==> src/rtl/muldiv_seq.sv <==
// Sequential radix-2 multiply/divide unit: MUL, MULH, DIV, REM in WIDTH cycles, valid/ready handshake.
// Define MULDIV_SIGNED_EN to honour op[2] (signed operands); otherwise every operation is unsigned.
module muldiv_seq #(
   parameter int WIDTH = 32
) (
   input  logic             clk,
   input  logic             reset,
   input  logic             in_valid,
   output logic             in_ready,
   input  logic [2:0]       op,
   input  logic [WIDTH-1:0] X,
   input  logic [WIDTH-1:0] Y,
   output logic             out_valid,
   input  logic             out_ready,
   output logic [WIDTH-1:0] result,
   output logic             div_zero
);

   localparam int CNT_W = $clog2(WIDTH);
   localparam logic [CNT_W-1:0] CNT_LAST = CNT_W'(WIDTH - 1);
   localparam logic [CNT_W-1:0] CNT_ONE  = CNT_W'(1);

   typedef enum logic [1:0] {IDLE, CALC, DONE} state_t;

   state_t             state;
   logic [CNT_W-1:0]   count;
   logic [1:0]         op_r;
   logic [WIDTH-1:0]   b_r;       // multiplicand or divisor magnitude
   logic [2*WIDTH-1:0] acc;       // {high/remainder, low/multiplier/quotient}

   logic [WIDTH-1:0]   x_mag;
   logic [WIDTH-1:0]   y_mag;

`ifdef MULDIV_SIGNED_EN
   logic neg_r;
   logic neg_in;
   logic x_neg;
   logic y_neg;

   always_comb begin
      x_neg  = op[2] & X[WIDTH-1];
      y_neg  = op[2] & Y[WIDTH-1];
      x_mag  = x_neg ? -X : X;
      y_mag  = y_neg ? -Y : Y;
      // Remainder takes the dividend's sign; every other result takes the product/quotient sign.
      neg_in = (op[1:0] == 2'b11) ? x_neg : (x_neg ^ y_neg);
   end
`else
   logic unused_op_sign;

   assign unused_op_sign = op[2];
   assign x_mag          = X;
   assign y_mag          = Y;
`endif

   // One iteration of shift-add (multiply) or restoring subtract (divide).
   logic [WIDTH:0]     mul_sum;
   logic [WIDTH:0]     div_trial;
   logic [WIDTH:0]     div_diff;
   logic [2*WIDTH-1:0] step_next;

   always_comb begin
      mul_sum   = {1'b0, acc[2*WIDTH-1:WIDTH]} + (acc[0] ? {1'b0, b_r} : {(WIDTH+1){1'b0}});
      div_trial = {acc[2*WIDTH-1:WIDTH], acc[WIDTH-1]};
      div_diff  = div_trial - {1'b0, b_r};
      if (op_r[1]) begin
         if (div_diff[WIDTH])
            step_next = {div_trial[WIDTH-1:0], acc[WIDTH-2:0], 1'b0};
         else
            step_next = {div_diff[WIDTH-1:0], acc[WIDTH-2:0], 1'b1};
      end else begin
         step_next = {mul_sum, acc[WIDTH-1:1]};
      end
   end

   logic [WIDTH-1:0] fin_lo;
   logic [WIDTH-1:0] fin_hi;
   logic [WIDTH-1:0] final_res;

   // NOTE: every always_comb output gets a default first so no path can infer a latch.
   always_comb begin
      fin_lo = step_next[WIDTH-1:0];
      fin_hi = step_next[2*WIDTH-1:WIDTH];
`ifdef MULDIV_SIGNED_EN
      if (neg_r) begin
         if (op_r[1]) begin
            fin_lo = -step_next[WIDTH-1:0];
            fin_hi = -step_next[2*WIDTH-1:WIDTH];
         end else begin
            {fin_hi, fin_lo} = -step_next;
         end
      end
`endif
      final_res = op_r[0] ? fin_hi : fin_lo;
   end

   assign in_ready = (state == IDLE);

   // NOTE: sequential state uses non-blocking assignments only; the whole datapath is cleared on reset.
   always_ff @(posedge clk or posedge reset) begin
      if (reset) begin
         state     <= IDLE;
         count     <= '0;
         op_r      <= '0;
         b_r       <= '0;
         acc       <= '0;
         out_valid <= 1'b0;
         result    <= '0;
         div_zero  <= 1'b0;
`ifdef MULDIV_SIGNED_EN
         neg_r     <= 1'b0;
`endif
      end else begin
         case (state)
            IDLE: begin
               if (in_valid) begin
                  op_r <= op[1:0];
                  if (op[1] && (Y == '0)) begin
                     state     <= DONE;
                     out_valid <= 1'b1;
                     div_zero  <= 1'b1;
                     result    <= op[0] ? X : '1;
                  end else begin
                     state <= CALC;
                     count <= '0;
                     b_r   <= op[1] ? y_mag : x_mag;
                     acc   <= {{WIDTH{1'b0}}, (op[1] ? x_mag : y_mag)};
`ifdef MULDIV_SIGNED_EN
                     neg_r <= neg_in;
`endif
                  end
               end
            end
            CALC: begin
               acc   <= step_next;
               count <= count + CNT_ONE;
               if (count == CNT_LAST) begin
                  state     <= DONE;
                  out_valid <= 1'b1;
                  result    <= final_res;
               end
            end
            DONE: begin
               if (out_ready) begin
                  state     <= IDLE;
                  out_valid <= 1'b0;
                  result    <= '0;
                  div_zero  <= 1'b0;
               end
            end
            default: state <= IDLE;
         endcase
      end
   end

endmodule

==> config.mk <==
export PLATFORM = sky130hd
export DESIGN_NAME = muldiv_seq
export DESIGN_NICKNAME = d
export VERILOG_FILES = /design/src/rtl/muldiv_seq.sv
export SDC_FILE = /design/constraint.sdc
export NUM_CORES = 1
export LEC_CHECK = 0
export BUFFER_PORTS_ARGS = -buffer_cell sky130_fd_sc_hd__buf_2
export CORE_AREA = 3 3 151 153
export DETAILED_ROUTE_END_ITERATION = 8
export DIE_AREA = 0 0 154 156
export PLACE_DENSITY = 0.71
export SLEW_MARGIN = 25
export SYNTH_ARGS = -nofsm -noshare
export SYNTH_HDL_FRONTEND = slang
export SYNTH_SLANG_ARGS = --single-unit
==> constraint.sdc <==
create_clock -name clk -period 5.3 [get_ports clk]
set_clock_uncertainty 0.05 [all_clocks]
set_input_delay 0.265 -clock clk [delete_from_list [all_inputs] [get_ports clk]]
set_output_delay 0.265 -clock clk [all_outputs]
set_load 0.005 [all_outputs]
==> results of run 1 <==
[how the worst max path moves through the flow]
stage / startpoint / end / slack, ps / cells after the start
6_report: acc[0] / result[22] / 1310 / 11
2_1_floorplan: reset / acc[0] / 1260 / 1
3_5_place_dp: acc[0] / result[22] / 1070 / 11
3_3_place_gp: acc[0] / result[22] / 1080 / 11
4_1_cts: acc[0] / result[22] / 1040 / 11
5_1_grt: acc[0] / result[22] / 1040 / 11
[cells in the final DEF, fill, tap and decap left out, drive strengths merged, types with 41 or more instances in the layout]
cell type / synthesis / final
ha: 70 / 70
nand2: 120 / 120
nor2: 67 / 67
mux2i: 93 / 93
nor3: 41 / 41
o21ai: 104 / 104
inv: 60 / 61
a21oi: 97 / 97
nor2b: 65 / 65
buf: 16 / 116
dfrtp: 139 / 139
[flip-flops by register name (all words and copies together), names as in the netlist]
| name | flops |
|---|---|
| out_valid | 1 |
| result | 32 |
| acc | 64 |
| op_r | 2 |
| div_zero | 1 |
| b_r | 32 |
| count | 5 |
| state | 2 |
[logic make-up (layout without fill, tap and decap cells)]
logic type               Yosys count  count (layout)  synth area share (%)
AO/OA/AOI/OAI                    446             446                  25.7
AND/OR/NAND/NOR                  406             406                  17.3
buffers and inverters            143             209                  5.54
flip-flops                       139             139                  29.4
multiplexers                     117             117                  10.3
adder cells (fa/ha/maj)           72              72                  7.75
XOR/XNOR                          51              51                  3.94
[power groups by stage]
stage          registers (mW)  clock network [mW]  logic, mW
6_report                 2.11                1.30       5.80
3_3_place_gp             2.10                   0       5.59
4_1_cts                  2.09                1.31       5.72
3_5_place_dp             2.10                   0       5.67
2_1_floorplan            1.84                   0       4.45
5_1_grt                  2.16                1.35       6.38
[layout make-up]
class,count,area share (%)
Multi-Input combinational cell,1092,59.1
Sequential cell,139,26.7
Timing Repair Buffer,116,4.83
Clock buffer,19,3.40
Tap cell,280,2.69
Inverter,61,1.80
Clock inverter,13,1.47
[stage by stage]
step,hold WS [ps],instances
2_1_floorplan,388,1374
3_3_place_gp,407,1688
3_5_place_dp,420,1688
4_1_cts,11.0,1720
5_1_grt,36.2,1720
6_report,-35.6,1720
[per-layer routing]
metal	up-vias	GRT usage, %	part of all wire, %
met5	-	0	0
met4	0	7.02	1.4
met3	40	5.35	8.1
met2	463	41.8	42
met1	5201	45.0	49
li1	5155	-	-
==> out/qor.csv, run 1 <==
stage,metric,value,unit
cts,Sink Count,139,
critical_path,worst-path maximum fanout,34,
power_and_ir_drop,Peak supply drop,1.06,mV
finish,Final Net Count,1570,
logic_synthesis,Synth Flop Type,dfrtp_1,
sta,Fin. Hold Viols,39,
finish,multi-input logic area,7700,um2
grt,Congestion Overflow GR,0,
critical_path,R2R setup slack,1310,ps
sta,Slew @ Worst Pin,1120,ps
cts,H-tree depth,4,
critical_path,CP Data Required Time,5530,ps
sta,setup TNS,0,ps
floorplan,die area,24000,um2
run_status,failing checks,negative hold slack,
cts,CTS tree,done,
sta,max_slew headroom,25.4,%
floorplan,Die X,154,um
floorplan,io pins,106,
sta,Final setup viols,0,
detailed_routing,detailed-route wire length per cell,20.5,um
finish,fill count,1872,
grt,pin count of the biggest net entering global routing,95,
logic_synthesis,ys async rst share,100,%
floorplan,core area,21700,um2
detailed_routing,WL final,35300,um
power_and_ir_drop,register share of total power,23.0,%
floorplan,Row Count,54,
place,GP Congestion,0.900,
cts,worst skew pair latency,430,ps
detailed_routing,average vias per placed instance,6.31,
critical_path,Critical Path Max Stage Delay,630,ps
logic_synthesis,most common cell in the netlist,dfrtp_1,
sta,Final period util,75.2,%
sta,smallest hold slack,-35.6,ps
finish,Final Util,60.1,%
finish,post-route cell area,13000,um2
finish,Area Growth Syn to Fin,10.3,%
cts,hold-fix buffers at CTS,0,
logic_synthesis,leading area contributor after synthesis,dfrtp_1,
logic_synthesis,number of synthesized flops with an enable pin,0,
critical_path,"most used cell, CP",o21ai_1,
logic_synthesis,syn nets,1517,
power_and_ir_drop,NetSw,4.55,mW
floorplan,Die Ht,156,um
critical_path,CP arrival,4210,ps
sta,Fmax achieved,251,MHz
cts,clock slew at reported path FFs,60,ps
logic_synthesis,"flops & latches, synth",139,
detailed_routing,post-route antenna net violation count,0,
worst_hold_path,worst hold path class,input port to async pin,
logic_synthesis,Yosys top cell area share,29.4,%
critical_path,CP startpoint kind,register,
power_and_ir_drop,total power,9.21,mW
sta,Final WS setup,1310,ps
power_and_ir_drop,combinational share of power,63.0,%
logic_synthesis,Netlist Area Pre-Place,11800,um2
detailed_routing,DRC errors left,0,
logic_synthesis,post-synthesis sequential area ratio,29.4,%
place,Post-Place Cell Area,12400,um2
logic_synthesis,synthesized instance count,1374,
power_and_ir_drop,Cell Int Power,4.66,mW
finish,layout cells sized above 1,14.2,%
sta,max-slew violations,0,
logic_synthesis,post-synth cell types,86,
critical_path,"Critical Path, Cell by Cell","and2_1, ha_1, a2111oi_0, o21ai_1, nand3_1, a21oi_1, o311a_1, o41ai_1, mux2_2, a2111oi_4, o21ai_1",
logic_synthesis,"top cells by count, synth","139 x dfrtp_1, 119 x nand2_1, 95 x o21ai_0, 93 x a21oi_1, 93 x mux2i_1",
detailed_routing,number of detailed-route iterations in the first pass,5,
place,PortBufs,104,
flow_run,max-cap violation count,0,
critical_path,crit end category,register,
cts,Post-CTS Resized,0,
finish,FF/Latch Area,3480,um2
logic_synthesis,Synth Warn #,0,
critical_path,Register-to-Register Path Depth,11,
cts,CTS Buffer Depth,2,
critical_path,Worst Setup Path Type,register to register,
cts,total CTS buffers,17,
finish,antenna diode count,0,
critical_path,slowest CP cell,dfrtp_2,
run_status,status,finished with violations,
grt,initial antenna violation count,0,
detailed_routing,vias,10900,
grt,total global-route track usage,29.0,%
sta,RSZ-0062 raised after global routing,false,
critical_path,cell family with most CP delay,compound AO/OA/AOI/OAI gates,
power_and_ir_drop,clock share of power,14.1,%
grt,vias in the first global route,10000,
place,Detailed Place HPWL,25400,um
detailed_routing,Initial DRC Count,1067,
cts,clock root cell,clkbuf_16,
logic_synthesis,average size of a mapped cell,8.60,um2
place,Place WS,1070,ps
logic_synthesis,Synth area leaders,"dfrtp_1 29%, mux2i_1 7.9%, ha_1 7.4%, o21ai_0 4.0%, a21oi_1 3.9%",
critical_path,reg-to-reg startpoint,acc[0],
cts,Setup Buffers After CTS,0,
floorplan,Initial Util,54.5,%
critical_path,worst path buffer plus inverter count,0,
power_and_ir_drop,P per Cell Area,707,nW/um2
sta,Final min period,3990,ps
grt,first-pass GRT wire length,56000,um
power_and_ir_drop,Pleak,5.97,nW
critical_path,Worst R2R End,result[22],
power_and_ir_drop,Net Sw Frac,49.4,%
(Power assumes the default switching activity.)
==> run 2, diff against run 1 <==
Clock period 5.3 ns to 4.1 ns, I/O delays scaled along.
==> out/qor.csv, run 2 (synthesis results as in run 1) <==
stage,metric,value,unit,change
sta,smallest hold slack,60.7,ps,+96.2 ps
sta,Fmax achieved,259,MHz,+3.3%
sta,Slew @ Worst Pin,1040,ps,-72.4 ps
flow_run,max-cap violation count,0,,unchanged
sta,max-slew violations,0,,unchanged
cts,worst skew pair latency,420,ps,about the same
critical_path,"Critical Path, Cell by Cell","ha_1, fa_1, nand2b_1, a21o_1, a21oi_2, a21o_1, a21oi_4, xnor2_4, buf_12, mux2_2, o21ai_0, o221ai_1",,
critical_path,"most used cell, CP",a21o_1,,
cts,clock root cell,clkbuf_16,,
place,Place WS,359,ps,-713 ps
detailed_routing,number of detailed-route iterations in the first pass,5,,unchanged
critical_path,Worst Setup Path Type,register to register,,
detailed_routing,Initial DRC Count,1194,,+12%
floorplan,core area,21700,um2,unchanged
grt,pin count of the biggest net entering global routing,92,,-3.2%
grt,vias in the first global route,10200,,+1.7%
floorplan,Die Ht,156,um,unchanged
cts,Sink Count,139,,unchanged
detailed_routing,WL final,35800,um,+1.5%
place,PortBufs,104,,unchanged
sta,setup TNS,0,ps,unchanged
place,GP Congestion,0.912,,+1.4%
finish,Final Net Count,1580,,+0.64%
finish,fill count,1877,,+0.27%
critical_path,slowest CP cell,o21ai_0,,
finish,Top Registers,"acc x64, b_r x32, result x32",,
finish,max FFs per register,64,,unchanged
sta,Final setup viols,0,,unchanged
critical_path,CP arrival,4070,ps,-140 ps
cts,CTS Buffer Depth,2,,unchanged
cts,total CTS buffers,17,,unchanged
grt,Congestion Overflow GR,0,,unchanged
grt,first-pass GRT wire length,56800,um,+1.4%
finish,layout cells sized above 1,14.6,%,+0.38 points
cts,H-tree depth,4,,unchanged
cts,Post-CTS Resized,0,,unchanged
sta,RSZ-0062 raised after global routing,false,,
critical_path,CP Data Required Time,4310,ps,-1220 ps
cts,Setup Buffers After CTS,0,,unchanged
detailed_routing,vias,11000,,+0.92%
power_and_ir_drop,total power,11.7,mW,+27%
grt,initial antenna violation count,1,,+1
sta,Final min period,3860,ps,-128 ps
power_and_ir_drop,Peak supply drop,0.824,mV,-22%
critical_path,Critical Path Max Stage Delay,520,ps,-110 ps
sta,Fin. Hold Viols,0,,-100%
floorplan,Die X,154,um,unchanged
cts,clock slew at reported path FFs,60,ps,about the same
place,Detailed Place HPWL,26000,um,+2.2%
grt,total global-route track usage,29.3,%,+0.24 points
floorplan,io pins,106,,unchanged
critical_path,CP startpoint kind,register,,
run_status,status,"finished, final reports clean",,
power_and_ir_drop,P per Cell Area,900,nW/um2,+27%
finish,Area Growth Syn to Fin,10.2,%,
detailed_routing,DRC errors left,0,,unchanged
cts,CTS tree,done,,
floorplan,Initial Util,54.5,%,unchanged
finish,most frequent cells in the layout,"138 x dfrtp_1, 119 x nand2_1, 103 x buf_2, 95 x o21ai_0",,
critical_path,crit end category,register,,
finish,"most common cell after layout, fill and taps aside",dfrtp_1,,
cts,hold-fix buffers at CTS,1,,+1
floorplan,die area,24000,um2,unchanged
power_and_ir_drop,Pleak,5.97,nW,about the same
critical_path,worst-path maximum fanout,37,,+8.8%
detailed_routing,average vias per placed instance,6.33,,+0.28%
finish,Final Util,60.0,%,-0.069 points
floorplan,Row Count,54,,unchanged
worst_hold_path,worst hold path class,input port to register,,
sta,Final WS setup,243,ps,-1070 ps
finish,"Most flops, register",acc,,
detailed_routing,detailed-route wire length per cell,20.7,um,+0.81%
detailed_routing,post-route antenna net violation count,0,,unchanged
sta,max_slew headroom,30.2,%,+4.8 points
sta,Final period util,94.1,%,+19 points
run 2: changes by cell type in the layout (fill, tap and decap cells not counted), sizes merged:
cell,previous run,this run
clkbuf,19,20
dlygate4sd3,0,1
diode,0,1
clkinv,6,9
buf,116,125
bufinv,4,0
run 2: cell type report:
| type | instances | area (um2) | share of cell area, % |
|---|---|---|---|
| clock buffers | 20 | 447 | 3.43 |
| multi-input cells | 1092 | 7700 | 59.2 |
| clock inverters | 12 | 93.8 | 0.721 |
| repair buffers | 126 | 707 | 5.43 |
| well taps | 280 | 350 | 2.69 |
| inverters | 61 | 234 | 1.80 |
| flip-flops and latches | 139 | 3480 | 26.7 |
| diodes | 1 | 2.50 | 0.0192 |
run 2: worst paths after layout:
kind	startpoint	end	slack [ps]	cells after the start
setup / recovery	b_r[0]	result[13]	240	12
hold / removal	out_ready	div_zero	60	4
setup reg to reg	b_r[0]	result[13]	240	12
hold reg to reg	count[4]	count[4]	430	2
max in group asynchronous	reset	result[31]	2560	4
min in group asynchronous	reset	count[1]	430	3
run 2: per-stage QoR:
step                cell area (um2)  instances
CTS                           13000       1730
global route                  13000       1730
global placement              12500       1697
floorplan                     11800       1374
detailed placement            12500       1697
finish                        13000       1731
run 2: worst max-delay path: cells and delay by family (launching register included):
family | cells | cell delay, ps
buffers and inverters | 1 | 260
muxes | 1 | 360
and+or+nand+nor | 1 | 210
DFF | 1 | 400
adders and majority gates | 2 | 660
xor gates and xnor gates | 1 | 160
AOI/OAI and AO/OA | 6 | 1580
run 2: metal layers:
metal,GRT usage (%),part of all wire (%),vias to the layer above
li1,-,-,5204
met1,44.9,47,5226
met2,42.6,43,477
met3,4.97,8.4,52
met4,7.99,2.2,0
met5,0,0,-
run 2: where the power goes:
| part | leakage, nW | internal, mW | switching (mW) |
|---|---|---|---|
| clock | 0.257 | 0.794 | 0.637 |
| combinational | 3.98 | 3.01 | 4.54 |
| sequential | 1.73 | 2.00 | 0.735 |
| total | 5.97 | 5.81 | 5.91 |
==> run 3, diff against run 2 <==
Settings changed: ABC_CLOCK_PERIOD_IN_PS set to 4100, CELL_PAD_IN_SITES_DETAIL_PLACEMENT set to 1, CELL_PAD_IN_SITES_GLOBAL_PLACEMENT set to 1, CORE_AREA 3 3 151 153 to 3 3 163 165, DIE_AREA 0 0 154 156 to 0 0 166 168, PLACE_DENSITY 0.71 to 0.78, SETUP_SLACK_MARGIN set to 0.1.
==> out/qor.csv, run 3 (synthesis results as in run 1) <==
stage,metric,value,unit,change
worst_hold_path,Hold EP,div_zero,,
cts,Sink Count,139,,unchanged
sta,Fin. Hold Viols,0,,unchanged
flow_run,max-cap violation count,0,,unchanged
floorplan,core area,25200,um2,+16%
grt,grt peak-use layer,met2,,
finish,Final Net Count,1584,,+0.25%
floorplan,die area,27900,um2,+16%
detailed_routing,average vias per placed instance,6.35,,+0.25%
finish,"Most flops, register",acc,,
detailed_routing,detailed-route wire length per cell,23.4,um,+13%
critical_path,R2R setup slack,340,ps,+100 ps
sta,Slew @ Worst Pin,859,ps,-185 ps
floorplan,Die Ht,168,um,+7.7%
sta,Final period util,91.6,%,-2.4 points
finish,most frequent cells in the layout,"137 x dfrtp_1, 119 x nand2_1, 103 x buf_2, 94 x o21ai_0",,
finish,Area Growth Syn to Fin,11.3,%,
sta,Final min period,3760,ps,-100 ps
critical_path,"Critical Path, Cell by Cell","inv_1, ha_1, fa_1, nand2b_1, a21o_1, a21oi_2, a21o_1, a21oi_4, xnor2_4, buf_12, mux2_2, mux2i_1, o221ai_1",,
grt,Congestion Overflow GR,0,,unchanged
worst_hold_path,min-delay src,out_ready,,
grt,pin count of the biggest net entering global routing,89,,-3.3%
cts,CTS tree,done,,
critical_path,Register-to-Register Path Depth,13,,+1
grt,total global-route track usage,29.3,%,+0.073 points
grt,M2 GR Usage,45.7,%,+3.2 points
finish,Top Registers,"acc x64, b_r x32, result x32",,
place,PortBufs,104,,unchanged
sta,Fmax achieved,266,MHz,+2.7%
floorplan,Die X,166,um,+7.8%
cts,H-tree depth,4,,unchanged
floorplan,Row Count,58,,+7.4%
critical_path,reg-to-reg startpoint,acc[31],,
sta,max-slew violations,0,,unchanged
finish,"most common cell after layout, fill and taps aside",dfrtp_1,,
power_and_ir_drop,Peak supply drop,0.764,mV,-7.3%
worst_hold_path,Hold Crit Depth,4,,unchanged
critical_path,Worst R2R End,result[26],,
place,Detailed Place HPWL,30700,um,+18%
critical_path,CP startpoint kind,register,,
critical_path,worst-path maximum fanout,37,,unchanged
cts,worst skew pair latency,440,ps,+20 ps
grt,met1 Use GR,42.9,%,-1.9 points
cts,clock slew at reported path FFs,70,ps,about the same
grt,vias in the first global route,11200,,+9.9%
grt,initial antenna violation count,0,,-1
critical_path,Critical Path Max Stage Delay,430,ps,-90 ps
cts,Setup Buffers After CTS,0,,unchanged
detailed_routing,Initial DRC Count,931,,-22%
cts,CTS Buffer Depth,2,,unchanged
critical_path,CP Data Required Time,4350,ps,+40 ps
finish,max FFs per register,64,,unchanged
detailed_routing,vias,11300,,+3.3%
run_status,status,"finished, final reports clean",,
finish,layout cells sized above 1,15.1,%,+0.45 points
grt,met3 usage,5.10,%,+0.13 points
worst_hold_path,worst hold path class,input port to register,,
sta,Final setup viols,0,,unchanged
critical_path,crit end category,register,,
place,GP Congestion,0.912,,about the same
critical_path,worst path buffer plus inverter count,2,,+1
critical_path,CP arrival,4010,ps,-60 ps
cts,total CTS buffers,17,,unchanged
floorplan,Initial Util,46.9,%,-7.6 points
grt,first-pass GRT wire length,65300,um,+15%
detailed_routing,number of detailed-route iterations in the first pass,5,,unchanged
power_and_ir_drop,Pleak,6.02,nW,+0.78%
critical_path,Worst Setup Path Type,register to register,,
detailed_routing,post-route antenna net violation count,0,,unchanged
critical_path,cell family with most CP delay,compound AO/OA/AOI/OAI gates,,
cts,clock root cell,clkbuf_16,,
floorplan,io pins,106,,unchanged
detailed_routing,WL final,41700,um,+17%
power_and_ir_drop,P per Cell Area,929,nW/um2,+3.2%
sta,RSZ-0062 raised after global routing,false,,
finish,antenna diode count,0,,-1
sta,setup TNS,0,ps,unchanged
sta,max_slew headroom,42.7,%,+12 points
critical_path,slowest CP cell,mux2i_1,,
power_and_ir_drop,total power,12.2,mW,+4.3%
detailed_routing,DRC errors left,0,,unchanged
critical_path,"most used cell, CP",a21o_1,,
run 3: cell type report:
class	count	area, um2
Tap cell	330	413
Sequential cell	139	3480
Inverter	61	234
Fill cell	3019	12000
Clock inverter	13	143
Multi-Input combinational cell	1092	7710
Timing Repair Buffer	130	733
Clock buffer	18	439
run 3: worst reg2reg max path, stage by stage (launching register included):
cell and delay (ps):
dfrtp_1 330, inv_1 100, ha_1 240, fa_1 410, nand2b_1 190, a21o_1 220
a21oi_2 310, a21o_1 240, a21oi_4 90, xnor2_4 160, buf_12 260, mux2_2 380
mux2i_1 430, o221ai_1 200
run 3: stage by stage:
| stage | cells | hold slack (ps) | util, % | instance area, um2 | setup WS (ps) |
|---|---|---|---|---|---|
| 6_report | 1783 | 38.0 | 52.2 | 13200 | 343 |
| 5_1_grt | 1783 | 57.9 | 52.2 | 13200 | 206 |
| 3_5_place_dp | 1751 | 382 | 49.9 | 12600 | 320 |
| 2_1_floorplan | 1374 | 328 | - | 11800 | 120 |
| 4_1_cts | 1783 | 31.8 | 52.2 | 13100 | 307 |
| 3_3_place_gp | 1751 | 385 | 49.9 | 12600 | 427 |
run 3: worst max-delay path by stage:
stage,cells past startpoint,slack (ps),from,endpoint
final,13,340,acc[31],result[26]
after global routing,14,210,acc[0],result[27]
after CTS,11,310,acc[0],result[22]
after detailed placement,12,320,acc[0],result[23]
after global placement,12,430,acc[0],result[19]
after floorplan,1,120,reset,acc[0]
run 3: per-layer routing:
layer	routed length [um]	vias up
met4	727	0
li1	-	5188
met3	2750	54
met1	19500	5695
met2	18800	379
met5	0	-
run 3: where the power goes:
| part | internal, mW | total, mW | switching [mW] |
|---|---|---|---|
| clock | 0.912 | 1.58 | 0.664 |
| sequential | 2.00 | 2.81 | 0.809 |
| combinational | 3.05 | 7.84 | 4.78 |
run 3: what timing repair did:
| item | 4_1_cts | 5_1_grt |
|---|---|---|
| hold buffers | 1 | 0 |
| endpoints found under the hold margin | 86 | 0 |
| resized for setup | 0 | 5 |
| setup endpoints to repair | 0 | 8 |
